`src/rtl/shape_scan_sequencer.sv`:
```
// shape_scan_sequencer
//   Takes one shape command (origin, size, colour, program). It walks the bounding box
//   row-major and emits one pixel per cycle on a valid/ready stream to the output stage.
//   Optional feature macro: SHAPE_SCAN_CLIP_EN. When it is defined, positions outside
//   SCREEN_W x SCREEN_H are skipped.
//
//   Handshakes: a transfer happens on a rising edge where valid & ready are both high.
//   Once pix_valid is raised it stays high, and pix_* hold stable, until pix_ready
//   accepts the pixel. Only reset can drop it earlier. cmd_ready is high only in IDLE.
module shape_scan_sequencer #(
    parameter int X_W      = 11,
    parameter int Y_W      = 12,
    parameter int COLOR_W  = 32,
    parameter int PROG_W   = 6,
    parameter int SCREEN_W = 1920,
    parameter int SCREEN_H = 1080
) (
    input  logic               clk,
    input  logic               rst_n,
    input  logic               cmd_valid,
    output logic               cmd_ready,
    input  logic [X_W-1:0]     cmd_x,
    input  logic [Y_W-1:0]     cmd_y,
    input  logic [X_W-1:0]     cmd_width,
    input  logic [Y_W-1:0]     cmd_height,
    input  logic [COLOR_W-1:0] cmd_color,
    input  logic [PROG_W-1:0]  cmd_program,
    output logic               pix_valid,
    input  logic               pix_ready,
    output logic [X_W-1:0]     pix_x,
    output logic [Y_W-1:0]     pix_y,
    output logic [COLOR_W-1:0] pix_color,
    output logic [PROG_W-1:0]  pix_program,
    output logic               pix_last,
    output logic               busy,
    output logic               done
);

    typedef enum logic [1:0] {
        IDLE = 2'd0,
        SCAN = 2'd1,
        FIN  = 2'd2
    } state_t;

    state_t state, state_nxt;

    logic [X_W-1:0]     org_x, wid, cx;
    logic [Y_W-1:0]     org_y, hgt, cy;
    logic [COLOR_W-1:0] color_q;
    logic [PROG_W-1:0]  prog_q;

    logic cmd_fire;
    logic last_col, last_row, at_end;
    logic clipped, advance;

    // A screen that does not fit the coordinate range makes the clip compare meaningless.
    if (SCREEN_W < 1 || SCREEN_W > (1 << X_W) || SCREEN_H < 1 || SCREEN_H > (1 << Y_W)) begin : g_bad_screen
        $error("shape_scan_sequencer: SCREEN_W/SCREEN_H outside coordinate range");
    end

    assign cmd_fire = cmd_valid & cmd_ready;
    assign last_col = (cx == wid - X_W'(1));
    assign last_row = (cy == hgt - Y_W'(1));
    assign at_end   = last_col & last_row;

`ifdef SHAPE_SCAN_CLIP_EN
    localparam logic [X_W:0] SCR_W = (X_W+1)'(SCREEN_W);
    localparam logic [Y_W:0] SCR_H = (Y_W+1)'(SCREEN_H);

    logic [X_W:0] sum_x;
    logic [Y_W:0] sum_y;

    // The sum is one bit wider so that positions past the screen edge do not wrap back onto it.
    assign sum_x   = {1'b0, org_x} + {1'b0, cx};
    assign sum_y   = {1'b0, org_y} + {1'b0, cy};
    assign clipped = (sum_x >= SCR_W) || (sum_y >= SCR_H);
    assign pix_x   = sum_x[X_W-1:0];
    assign pix_y   = sum_y[Y_W-1:0];
`else
    assign clipped = 1'b0;
    assign pix_x   = org_x + cx;
    assign pix_y   = org_y + cy;
`endif

    // A clipped position costs one cycle with no transfer. The counters still step.
    assign pix_valid   = (state == SCAN) & ~clipped;
    assign advance     = (state == SCAN) & (clipped | pix_ready);
    assign pix_last    = pix_valid & at_end;
    assign pix_color   = color_q;
    assign pix_program = prog_q;

    // State register
    always_ff @(posedge clk or negedge rst_n) begin
        if (!rst_n) state <= IDLE;
        else        state <= state_nxt;
    end

    // Next-state and control outputs
    always_comb begin
        state_nxt = state;
        cmd_ready = 1'b0;
        busy      = 1'b0;
        done      = 1'b0;
        case (state)
            IDLE: begin
                cmd_ready = 1'b1;
                if (cmd_valid) begin
                    if (cmd_width == '0 || cmd_height == '0) state_nxt = FIN;
                    else                                     state_nxt = SCAN;
                end
            end
            SCAN: begin
                busy = 1'b1;
                if (advance && at_end) state_nxt = FIN;
            end
            FIN: begin
                done      = 1'b1;
                state_nxt = IDLE;
            end
            default: state_nxt = IDLE;
        endcase
    end

    // Command latch and raster counters
    always_ff @(posedge clk or negedge rst_n) begin
        if (!rst_n) begin
            org_x   <= '0;
            org_y   <= '0;
            wid     <= '0;
            hgt     <= '0;
            color_q <= '0;
            prog_q  <= '0;
            cx      <= '0;
            cy      <= '0;
        end else if (cmd_fire) begin
            org_x   <= cmd_x;
            org_y   <= cmd_y;
            wid     <= cmd_width;
            hgt     <= cmd_height;
            color_q <= cmd_color;
            prog_q  <= cmd_program;
            cx      <= '0;
            cy      <= '0;
        end else if (advance) begin
            if (last_col) begin
                cx <= '0;
                cy <= cy + Y_W'(1);
            end else begin
                cx <= cx + X_W'(1);
            end
        end
    end

endmodule

```
`config.mk`:
```
export PLATFORM = sky130hd
export DESIGN_NAME = shape_scan_sequencer
export DESIGN_NICKNAME = d
export VERILOG_FILES = /design/src/rtl/shape_scan_sequencer.sv
export SDC_FILE = /design/constraint.sdc
export NUM_CORES = 1
export LEC_CHECK = 0
export ABC_AREA = 1
export BUFFER_PORTS_ARGS = -buffer_cell sky130_fd_sc_hd__buf_2
export CAP_MARGIN = 10
export CORE_MARGIN = 2
export CORE_UTILIZATION = 30
export CTS_CLUSTER_SIZE = 30
export DETAILED_ROUTE_END_ITERATION = 6
export PLACE_DENSITY_LB_ADDON = 0.1
export SYNTH_ARGS = -nofsm -noshare
export SYNTH_HDL_FRONTEND = slang
export SYNTH_SLANG_ARGS = --single-unit
```
`constraint.sdc`:
```
create_clock -name clk -period 2.2 [get_ports clk]
set_input_delay 0.33 -clock clk [delete_from_list [all_inputs] [get_ports clk]]
set_output_delay 0.33 -clock clk [all_outputs]
set_load 0.05 [all_outputs]
```
==> reports/results.tsv, run 1 <==
metric	value	unit
outcome	finished, violations left	
failing checks	negative setup slack	
Num CTS Buffers	9	
RePlAce Congestion	0.819	
crit-path leading delay family	simple AND/OR/NAND/NOR gates	
Die Height	151	um
final instance area	0.00944	sq mm
Synth Flop Type	dfrtp_1	
Mapped Cells	860	
syn avg cell area	7.58	sq um
P&R area growth vs syn	44.8	%
Seq/Total Area, Yosys	41.9	%
fin nets	1207	
Simple-Gate Fraction of Synth Area	31.7	%
synth warn	0	
placed cell area	0.00832	sq mm
CP Capture Type	output pin	
Seq cells post-synth	109	
Synth Area in Compound Gates	7.89	%
initial antenna violation count	0	
r2r setup slk	0.13	ns
Buffers & Inverters on Critical Path	2	
Critical Path Max Stage Delay	0.37	ns
post-route minimum period	2.48	ns
CTS H-tree lvls	3	
worst hold path type	in2reg	
DP Worst Slack	-0.0807	ns
WL/cell	13.5	um
Initial Utilization	30.8	%
ys async rst share	100	%
share of the synthesized area in the top cell type	41.9	%
Worst Skew	0.0102	ns
clock latency on the worst-skew pair	0.36	ns
first-pass GRT wire length	29600	um
# fillers	2142	
critical path cell sequence	inv_2, ha_4, xor2_1, nand2_1, nor2_2, nand2_1, nor2_1, nand3_1, nor2_4, and3_4, buf_12	
remaining antenna violation count	0	
Lkg Pwr	4.84	nW
Synth area leader	dfrtp_1	
die width	151	um
Worst Setup Start Kind	register	
cell mode on critical path	nand2_1	
Fin Hold WS	0.153	ns
Placement Rows	53	
largest net degree at the start of global routing	81	
GRT Overall Usage	16.4	%
final-report max-slew violation count	0	
Peak supply drop	1040	uV
XOR/XNOR Fraction of Synth Area	6.89	%
CORE AREA	0.0212	sq mm
# IOs	154	
Slowest-stage cell, CP	dfrtp_1	
MaxCap Viol Count	0	
largest family of logic cells by synthesized area	simple AND/OR/NAND/NOR gates	
Synth Area in Adders	5.41	%
final core utilization	44.6	%
clk sink count	109	
post-DR vias/cell	4.47	
global route total overflow	0	
initial drt markers	193	
kind of critical path	reg2out	
Setup violations, final	15	
CP max FO	2	
port bufs	153	
Clock Root Buffer	clkbuf_16	
mux contribution to synthesized area	0	%
setup TNS	-2.11	ns
number of flops mapped to enable cells by yosys	0	
Total Wirelength	18500	um
fraction of layout cells with a size suffix above 1	37.7	%
Die ar.	0.0229	sq mm
mapped cell area	0.00652	sq mm
worst path arrival time	2.15	ns
RSZ-0062 raised after global routing	yes	
Clock Path Buffers	2	
fmax	403	MHz
CTS clk-pin slew, worst paths	0.08	ns
Slew @ Worst Pin	0.624	ns
vias in the first global route	5907	
HPWL after detailed placement	13700	um
PwrDens	1600	mW/mm^2
vias	6133	
TritonCTS clock tree	built	
final hold vios	0	
Yosys cell types	41	
DRC	0	
final worst setup slack	-0.282	ns
Crit path required time	1.87	ns
top post-synthesis cells by area	dfrtp_1 42%, nand2_1 20%, ha_1 4.8%	
Rel. slew slack	58.4	%
synthesized net count	975	
Tcrit/Tclk final	113	%
number of iterations in the first detailed-routing pass	4	
[metrics by stage]
step           power, mW  cells
2_1_floorplan       9.59    860
3_3_place_gp        12.0   1339
3_5_place_dp        12.0   1339
4_1_cts             14.7   1363
5_1_grt             16.2   1372
6_report            15.1   1373
[worst paths after layout]
check                         startpoint  cells past startpoint             to
min reg2reg                pix_color[22]                      2  pix_color[22]
min                         cmd_color[7]                      3   pix_color[7]
max in group asynchronous          rst_n                      3        wid[10]
max                               wid[0]                     11       pix_last
max reg2reg                       wid[3]                     14          cy[2]
min in group asynchronous          rst_n                      2   pix_color[1]
[cell families after synthesis]
| family | after synthesis |
|---|---|
| DFF | 109 |
| adders and majority gates | 27 |
| and+or+nand+nor | 488 |
| buffers and inverters | 103 |
| AOI/OAI and AO/OA | 85 |
| xor gates and xnor gates | 48 |
[per-layer routing]
metal | vias up | wire length (um) | global-route usage (%)
li1 | 3201 | - | -
met4 | 0 | 204 | 4.39
met2 | 135 | 8010 | 24.7
met5 | - | 0 | 0
met1 | 2783 | 9250 | 23.6
met3 | 14 | 1040 | 3.77
[timing repair]
| item | in CTS | in global routing |
|---|---|---|
| resized for setup | 99 | 52 |
| setup endpoints to repair | 30 | 32 |
| endpoints found under the hold margin | 9 | 0 |
| setup buffers | 9 | 8 |
| hold buffers | 1 | 0 |
| pin swaps | 24 | 27 |
| gates cloned | 0 | 1 |
[power by group]
part	internal, mW	switching [mW]
Clock	1.02	0.827
Sequential	2.85	0.720
Combinational	3.49	6.19
[cell type report]
cell class | instances | area [sq um] | area share [%]
Antenna cell | 1 | 2.50 | 0.0265
Clock buffer | 9 | 225 | 2.39
Clock inverter | 7 | 105 | 1.11
Inverter | 78 | 293 | 3.10
Multi-Input combinational cell | 649 | 4070 | 43.1
Sequential cell | 109 | 2730 | 29.0
Tap cell | 275 | 344 | 3.65
Timing Repair Buffer | 245 | 1670 | 17.7
[layout by cell type (no fill, tap or decap), types with 5 or more instances in the layout]
cell and n:
a21oi_1 7, a21oi_2 5, a21oi_4 5, buf_12 6, buf_2 132, buf_4 84, buf_6 21, clkbuf_16 9
dfrtp_1 104, dfrtp_2 5, ha_1 7, ha_4 16, inv_1 59, inv_2 19, nand2_1 329, nand2_2 18
nand2_4 5, nand3_1 44, nand4_1 10, nor2_1 36, nor2_2 6, nor2_4 6, nor3_1 7, o21ai_0 24
o21ai_2 19, o22ai_1 6, or2_2 8, xnor2_1 13, xnor2_2 8, xor2_1 17, xor2_2 8
[state kept, by name, indices dropped and copies added, names as in the netlist]
signal       count
cx              11
hgt             12
org_y           12
wid             11
state            2
pix_program      6
pix_color       32
cy              12
org_x           11
[synth_stat cells, types with 3 or more instances]
library cell	number
nand2_1	341
dfrtp_1	109
inv_1	70
nand3_1	46
nor2_1	44
o21ai_0	33
ha_1	25
xor2_1	25
xnor2_1	20
clkbuf_1	18
a21oi_1	17
o21ai_2	12
nand2_2	11
nand4_1	10
nor3_1	10
inv_2	8
or2_2	8
o22ai_1	6
a31oi_1	4
nand3b_1	4
a21o_1	3
buf_2	3
nor3_2	3
[tightest hold or removal path, delay by kind of cell]
family	cells	cell delay [ns]
buffers and inverters	1	0.07
and+or+nand+nor	2	0.08
(Power assumes the default switching activity.)
==> run 2: changes to the inputs <==
BUFFER_PORTS_ARGS = default   (was -buffer_cell sky130_fd_sc_hd__buf_2)
DONT_BUFFER_PORTS = 1   (was default)
==> reports/results.tsv, run 2 (synthesis gave the netlist of run 1 again) <==
metric	value	unit
outcome	finished, violations left	
failing checks	negative hold slack, negative setup slack	
P&R area growth vs syn	38.1	%
CP max FO	2	
worst hold path type	in2async	
# fillers	2112	
CORE AREA	0.0212	sq mm
Clock Path Buffers	2	
remaining antenna violation count	0	
number of iterations in the first detailed-routing pass	4	
placed cell area	0.00778	sq mm
cell mode on critical path	buf_4	
RSZ-0062 raised after global routing	yes	
Crit. Startpoint	hgt[1]	
RePlAce Congestion	0.832	
MaxCap Viol Count	0	
max reg flops	32	
PwrDens	1690	mW/mm^2
HPWL after detailed placement	13300	um
final worst setup slack	-0.315	ns
CP Capture Type	output pin	
Multi-input gate area	0.00424	sq mm
GRT Overall Usage	16.3	%
initial drt markers	231	
initial antenna violation count	0	
Sequential Area	0.00274	sq mm
final-report max-slew violation count	0	
final core utilization	42.5	%
r2r worst-path depth	15	
WL/cell	14.9	um
vias	5665	
Critical Path Sink	pix_last	
Fin Hold WS	-0.331	ns
Antenna Cells	0	
Die Height	151	um
Peak supply drop	952	uV
RR Startpoint	wid[0]	
clock latency on the worst-skew pair	0.35	ns
clk sink count	109	
Tcrit/Tclk final	114	%
Critical Path Max Stage Delay	0.39	ns
CTS clk-pin slew, worst paths	0.08	ns
Crit path required time	1.87	ns
fraction of layout cells with a size suffix above 1	31.5	%
largest net degree at the start of global routing	110	
critical path cell sequence	buf_4, buf_4, nor2_1, nand2_1, nor2_1, xnor3_1, nor3_2, buf_4, and3_4, buf_12	
Placement Rows	53	
Worst Skew	0.00624	ns
Setup violations, final	16	
kind of critical path	reg2out	
first-pass GRT wire length	28900	um
port bufs	0	
Num CTS Buffers	9	
die width	151	um
fmax	398	MHz
Worst Setup Start Kind	register	
Rel. slew slack	61.5	%
final instance area	0.00900	sq mm
Lkg Pwr	4.33	nW
# IOs	154	
DP Worst Slack	-0.0698	ns
r2r setup slk	0.19	ns
Total Wirelength	18500	um
vias in the first global route	5543	
post-DR vias/cell	4.56	
Initial Utilization	30.8	%
CTS H-tree lvls	3	
Die ar.	0.0229	sq mm
TritonCTS clock tree	built	
DRC	0	
fin nets	1078	
Slowest-stage cell, CP	dfrtp_1	
PnR Total Power	15.2	mW
most frequent cells in the layout	327 x nand2_1, 100 x dfrtp_1, 83 x buf_4, 59 x inv_1, 43 x nand3_1	
Reg2Reg Capture Point	cy[1]	
Clock Root Buffer	clkbuf_16	
most common cell after layout, fill and taps aside	nand2_1	
final hold vios	109	
global route total overflow	0	
Slew @ Worst Pin	0.576	ns
post-route minimum period	2.52	ns
worst path arrival time	2.19	ns
## run 2: worst min-delay path by stage
| stage | from | endpoint | slack, ns | cells past startpoint |
|---|---|---|---|---|
| floorplan | rst_n | cx[0] | 0.03 | 0 |
| global placement | rst_n | pix_color[1] | 0.04 | 0 |
| detailed placement | rst_n | pix_color[1] | 0.04 | 0 |
| CTS | rst_n | pix_color[1] | -0.35 | 0 |
| global route | rst_n | pix_color[1] | -0.36 | 0 |
| finish | rst_n | pix_color[1] | -0.33 | 0 |
## run 2: worst max-delay path: cells and delay by family (launching register included)
family                    cells  cell delay [ns]
and+or+nand+nor               5             0.67
buffers and inverters         4             0.53
DFF                           1             0.39
xor gates and xnor gates      1             0.23
## run 2: per-stage QoR
| stage | hold WS [ns] | std cells | TNS, ns |
|---|---|---|---|
| final | -0.331 | 1242 | -2.62 |
| after global routing | -0.357 | 1242 | -4.20 |
| after CTS | -0.353 | 1232 | -3.06 |
| after detailed placement | 0.0374 | 1204 | -0.0698 |
| after global placement | 0.0373 | 1204 | -0.0711 |
| after floorplan | 0.0344 | 860 | -0.813 |
## run 2: per-layer routing
metal / vias to the layer above / GRT usage [%] / part of all wire (%)
met5: - / 0 / 0
met4: 0 / 4.21 / 0.94
met3: 11 / 3.86 / 6.0
met2: 129 / 24.2 / 43
met1: 2597 / 23.7 / 50
li1: 2928 / - / -
## run 2: final cells by class
cell class                 count  area share (%)
clock buffer                   9            2.50
clock inverter                 6           0.445
inverter                      78            3.28
multi-input combinational    649            47.1
sequential                   109            30.4
tap                          275            3.82
timing repair buffer         116            12.4
## run 2: repair_timing
item                                    CTS  global route
cloned                                    0             1
hold endpoints to repair                109           109
endpoints found under the setup margin   22            43
gates resized for setup                  94            63
pin swaps                                39            48
buffers inserted                         15            12
## run 2: power breakdown
| part | switching, mW | total (mW) | leakage, nW | internal (mW) |
|---|---|---|---|---|
| Sequential | 2.01 | 4.84 | 1.37 | 2.83 |
| Combinational | 5.07 | 8.82 | 2.84 | 3.75 |
| Clock | 0.779 | 1.54 | 0.131 | 0.764 |
| Total | 7.86 | 15.2 | 4.33 | 7.35 |
